[config.mk]
export PLATFORM = sky130hd
export DESIGN_NAME = serial_subtractor_c
export DESIGN_NICKNAME = d
export VERILOG_FILES = /design/src/rtl/serial_subtractor_c.sv
export SDC_FILE = /design/constraint.sdc
export NUM_CORES = 1
export LEC_CHECK = 0
export ABC_CLOCK_PERIOD_IN_PS = 3130
export CORE_MARGIN = 1
export CORE_UTILIZATION = 56
export CTS_CLUSTER_SIZE = 24
export DETAILED_ROUTE_END_ITERATION = 6
export PLACE_DENSITY = 0.88
export SYNTH_ARGS = -nofsm -noshare
export SYNTH_HDL_FRONTEND = slang
export SYNTH_SLANG_ARGS = --single-unit
[constraint.sdc]
create_clock -name clk -period 3.13 [get_ports clk]
set_clock_uncertainty 0.1 [all_clocks]
set_input_delay 0.313 -clock clk [delete_from_list [all_inputs] [get_ports clk]]
set_output_delay 0.313 -clock clk [all_outputs]
set_load 0.01 [all_outputs]
[src/rtl/serial_subtractor_c.sv]
// Bit-serial subtractor: x - y - bz computed LSB-first, one bit per clock,
// under a start/busy/done handshake.
module serial_subtractor_c #(
  parameter int WIDTH = 16
) (
  input  logic             clk,
  input  logic             rst_n,
  input  logic             start,
  input  logic [WIDTH-1:0] xin,
  input  logic [WIDTH-1:0] yin,
  input  logic             bzin,
  output logic             busy,
  output logic             done,
  output logic [WIDTH-1:0] fdiff,
  output logic             fbout
);

  localparam int CW = $clog2(WIDTH) + 1;

  typedef enum logic [1:0] {
    S_IDLE,
    S_RUN,
    S_DONE
  } state_t;

  state_t r_state;
  state_t w_next;

  logic [WIDTH-1:0] r_xr;
  logic [WIDTH-1:0] r_yr;
  logic [WIDTH-1:0] r_res;
  logic             r_br;
  logic [CW-1:0]    r_cnt;
  logic [WIDTH-1:0] r_fdiff;
  logic             r_fbout;

  logic             w_a;
  logic             w_b;
  logic             w_d;
  logic             w_bo;
  logic             w_last;
  logic [WIDTH-1:0] w_res_nx;

  assign w_a      = r_xr[0];
  assign w_b      = r_yr[0];
  assign w_d      = w_a ^ w_b ^ r_br;
  assign w_bo     = (~w_a & w_b) | (~w_a & r_br) | (w_b & r_br);
  assign w_last   = (r_cnt == CW'(WIDTH - 1));
  assign w_res_nx = {w_d, r_res[WIDTH-1:1]};

  always_ff @(posedge clk) begin
    if (!rst_n) begin
      r_state <= S_IDLE;
    end else begin
      r_state <= w_next;
    end
  end

  always_comb begin
    w_next = r_state;
    unique case (r_state)
      S_IDLE:  if (start) w_next = S_RUN;
      S_RUN:   if (w_last) w_next = S_DONE;
      S_DONE:  w_next = S_IDLE;
      default: w_next = S_IDLE;
    endcase
  end

  // Result fills from the MSB end so it is aligned after WIDTH shifts
  always_ff @(posedge clk) begin
    if (!rst_n) begin
      r_xr    <= '0;
      r_yr    <= '0;
      r_res   <= '0;
      r_br    <= 1'b0;
      r_cnt   <= '0;
      r_fdiff <= '0;
      r_fbout <= 1'b0;
    end else begin
      unique case (r_state)
        S_IDLE: begin
          if (start) begin
            r_xr  <= xin;
            r_yr  <= yin;
            r_br  <= bzin;
            r_cnt <= '0;
            r_res <= '0;
          end
        end
        S_RUN: begin
          r_res <= w_res_nx;
          r_xr  <= r_xr >> 1;
          r_yr  <= r_yr >> 1;
          r_br  <= w_bo;
          r_cnt <= r_cnt + CW'(1);
          if (w_last) begin
            r_fdiff <= w_res_nx;
            r_fbout <= w_bo;
          end
        end
        default: ;
      endcase
    end
  end

  assign busy  = (r_state != S_IDLE);
  assign done  = (r_state == S_DONE);
  assign fdiff = r_fdiff;
  assign fbout = r_fbout;

endmodule

==> qor.csv <==
stage;metric;value;unit
outcome;outcome;completed;
routing;DRC;0;
layout;ratio of cells with drive above 1 in the final layout;5.913;%
clocking;hold buffer count at CTS;0;
placement;hpwl dp;4388;um
logic_synthesis;Syn. warnings;0;
placement;PortBufs;54;
floorplan;height of the die;76.65;um
global_route;number of global-route vias before repair;2605;
clocking;CTS Sinks;72;
floorplan;row count;26;
layout;most common cell after layout, fill and taps aside;dfxtp_1;
clocking;CTS tree;yes;
clocking;clk slew on worst S/H paths;0.08;ns
clocking;Clk Latency, worst-skew pair;0.34;ns
worst_setup_path;Reg-to-Reg End;fdiff[15]$_SDFFE_PN0P_;
clocking;Setup Fix Bufs, Post-CTS;0;
floorplan;Die Width;76.65;um
clocking;total CTS buffers;9;
clocking;# resized after CTS;0;
logic_synthesis;number of synthesized flops with an enable pin;0;
global_route;total global routing track utilization;24.76;%
logic_synthesis;Top FF cell, synth;dfxtp_1;
global_route;largest net degree at the start of global routing;63;
sta;final setup margin;0.6453;ns
sta;setup TNS;0;ns
pwr;Static Leak;1.364;nW
worst_setup_path;Reg2Reg Depth;6;
logic_synthesis;Cell Area, Synth;0.003120;mm^2
worst_setup_path;flop-to-flop setup slack;1.11;ns
logic_synthesis;Post-synth ARST share;0;%
layout;number of fill cells in the layout;384;
floorplan;Initial Util;59.58;%
hold_path;Tightest Hold Check Type;reg2reg;
sta;worst slew pin tran;0.8932;ns
routing;antenna viol nets, final;0;
worst_setup_path;Worst Setup End Kind;output port;
worst_setup_path;data required time of the worst path;2.72;ns
sta;worst rel slew slack;40.42;%
placement;Routability Congestion;0.7808;
routing;Initial DRT Pass Iterations;4;
placement;dpl ws;0.8716;ns
floorplan;# IOs;55;
hold_path;hold path cells;2;
sta;fin crit share;79.38;%
sta;RSZ-0062 raised after global routing;false;
logic_synthesis;top cell type by total area after synthesis;dfxtp_1;
layout;Register Area;0.001441;mm^2
clocking;Max Root-Sink Buffers;2;
logic_synthesis;sequential area share after synthesis;46.19;%
layout;Final #Nets;424;
layout;Ant. Diodes;0;
logic_synthesis;syn nets;389;
logic_synthesis;Cells after Synth;350;
worst_setup_path;Arr. time, crit path;2.07;ns
layout;commonest non-fill, non-tap cells in the layout;dfxtp_1 (72), clkdlybuf4s50_1 (54), a21oi_1 (46);
floorplan;core area;0.005238;mm^2
worst_setup_path;reg-to-reg startpoint;r_cnt[0]$_SDFFE_PN0P_;
hold_path;Hold Path End;fdiff[1]$_SDFFE_PN0P_;
clocking;H-tree depth;3;
routing;drt wl/cell;15.10;um
logic_synthesis;top cells by area, synth;dfxtp_1 (46%), o221ai_1 (8.4%), a21oi_1 (7.4%), or3b_1 (7.3%), o21ai_0 (4.3%);
logic_synthesis;Yosys reg bits;72;
logic_synthesis;Synth top area share;46.19;%
sta;Max Slew Vio Count;0;
logic_synthesis;Distinct cells, synth;37;
run;max-cap viol count;0;
sta;Final Setup Violations;0;
routing;DR vias;2742;
pwr;PwrDens;518.4;mW/mm^2
layout;Multi-input gate area;0.001465;mm^2
hold_path;min-delay src;fdiff[1]$_SDFFE_PN0P_;
routing;Initial DRC Count;182;
pwr;Peak VDD IR;377.8;uV
worst_setup_path;Setup CP Type;reg2out;
sta;Final Hold Viols;0;
floorplan;die area;0.005874;mm^2
global_route;GR Overflow Total;0;
clocking;root buffer cell;clkbuf_8;
pwr;Overall Power;1.980;mW
global_route;first-pass GRT wire length;11760;um
worst_setup_path;Critical Path Start Type;register;
global_route;initial antenna violation count;0;
sta;Min Clock Period, post-route;2.485;ns
sta;f_max;402.5;MHz
routing;WL final;6930;um
logic_synthesis;Mapped Avg Cell Area;8.916;um^2
worst_setup_path;CP max FO;37;
layout;area growth from synthesis to layout;22.41;%
routing;vias per cell;5.974;
[routing by layer]
layer	up-vias	wire length [um]	global-route usage, %
met1	1311	2980	31.05
met5	-	0	0
li1	1359	-	-
met2	63	3581	41.80
met3	9	287	6.467
met4	0	81	6.923
[sequential cells by signal, summed over array words and instances, names as in the netlist]
register	count
r_res	15
r_br	1
r_yr	16
r_cnt	5
fbout	1
fdiff	16
r_xr	16
r_state	2
[where the power goes]
group	leakage [nW]	internal (mW)	switching (mW)
combinational	0.669	0.102	0.0987
sequential	0.589	0.957	0.0346
clock	0.106	0.446	0.342
[synthesized netlist by cell type, drive strengths merged, types with 2 or more instances]
master / instances
dfxtp: 72
a21oi: 46
nand2: 34
o221ai: 30
o21ai: 27
or3b: 27
nor2: 24
buf: 21
a22oi: 15
clkbuf: 15
inv: 8
o22ai: 3
a211oi: 2
a22o: 2
a2bb2oi: 2
a32o: 2
and2b: 2
ha: 2
nand2b: 2
nand3: 2
[per-stage QoR]
stage | hold WS [ns] | instance area (um^2) | util (%) | instances
final | 0.3554 | 3820 | 72.93 | 459
after floorplan | 0.3323 | 3120 | - | 350
after global placement | 0.3418 | 3610 | 68.92 | 444
after CTS | 0.3585 | 3820 | 72.93 | 459
after detailed placement | 0.3484 | 3610 | 68.92 | 444
after global routing | 0.3825 | 3820 | 72.93 | 459
[area by class of cell]
| type | count | share of cell area, % |
|---|---|---|
| Clock buffer | 10 | 3.341 |
| Inverter | 8 | 0.7861 |
| Tap cell | 70 | 2.293 |
| Clock inverter | 5 | 2.162 |
| Timing Repair Buffer | 60 | 15.33 |
| Sequential cell | 72 | 37.73 |
| Multi-Input combinational cell | 234 | 38.36 |
[worst max-delay path, stage by stage, from the launching register on]
cell and delay [ns]:
dfxtp_1 0.31, buf_4 0.30, inv_1 0.33, nor2_1 0.21, clkdlybuf4s50_1 0.56
[how the worst max path moves through the flow]
| stage | cells past startpoint | endpoint | start |
|---|---|---|---|
| after floorplan | 8 | fdiff[10]$_SDFFE_PN0P_ | r_cnt[0]$_SDFFE_PN0P_ |
| after global placement | 5 | r_cnt[1]$_SDFFE_PN0P_ | start |
| after detailed placement | 5 | r_res[13]$_SDFFE_PN0P_ | start |
| after CTS | 4 | done | r_state[1]$_SDFFE_PN0P_ |
| after global routing | 4 | done | r_state[1]$_SDFFE_PN0P_ |
| final | 4 | done | r_state[1]$_SDFFE_PN0P_ |
[cells by family (layout without fill, tap and decap cells)]
kind of cell             Yosys count  count (layout)  synth area share (%)
flip-flops                        72              72                 46.19
adder cells (fa/ha/maj)            3               3                 1.443
AND/OR/NAND/NOR                   95              95                 16.92
multiplexers                       1               1                0.3208
buffers and inverters             44              83                 6.856
AO/OA/AOI/OAI                    135             135                 28.27
No activity file was read; power rests on OpenSTA's default activity.
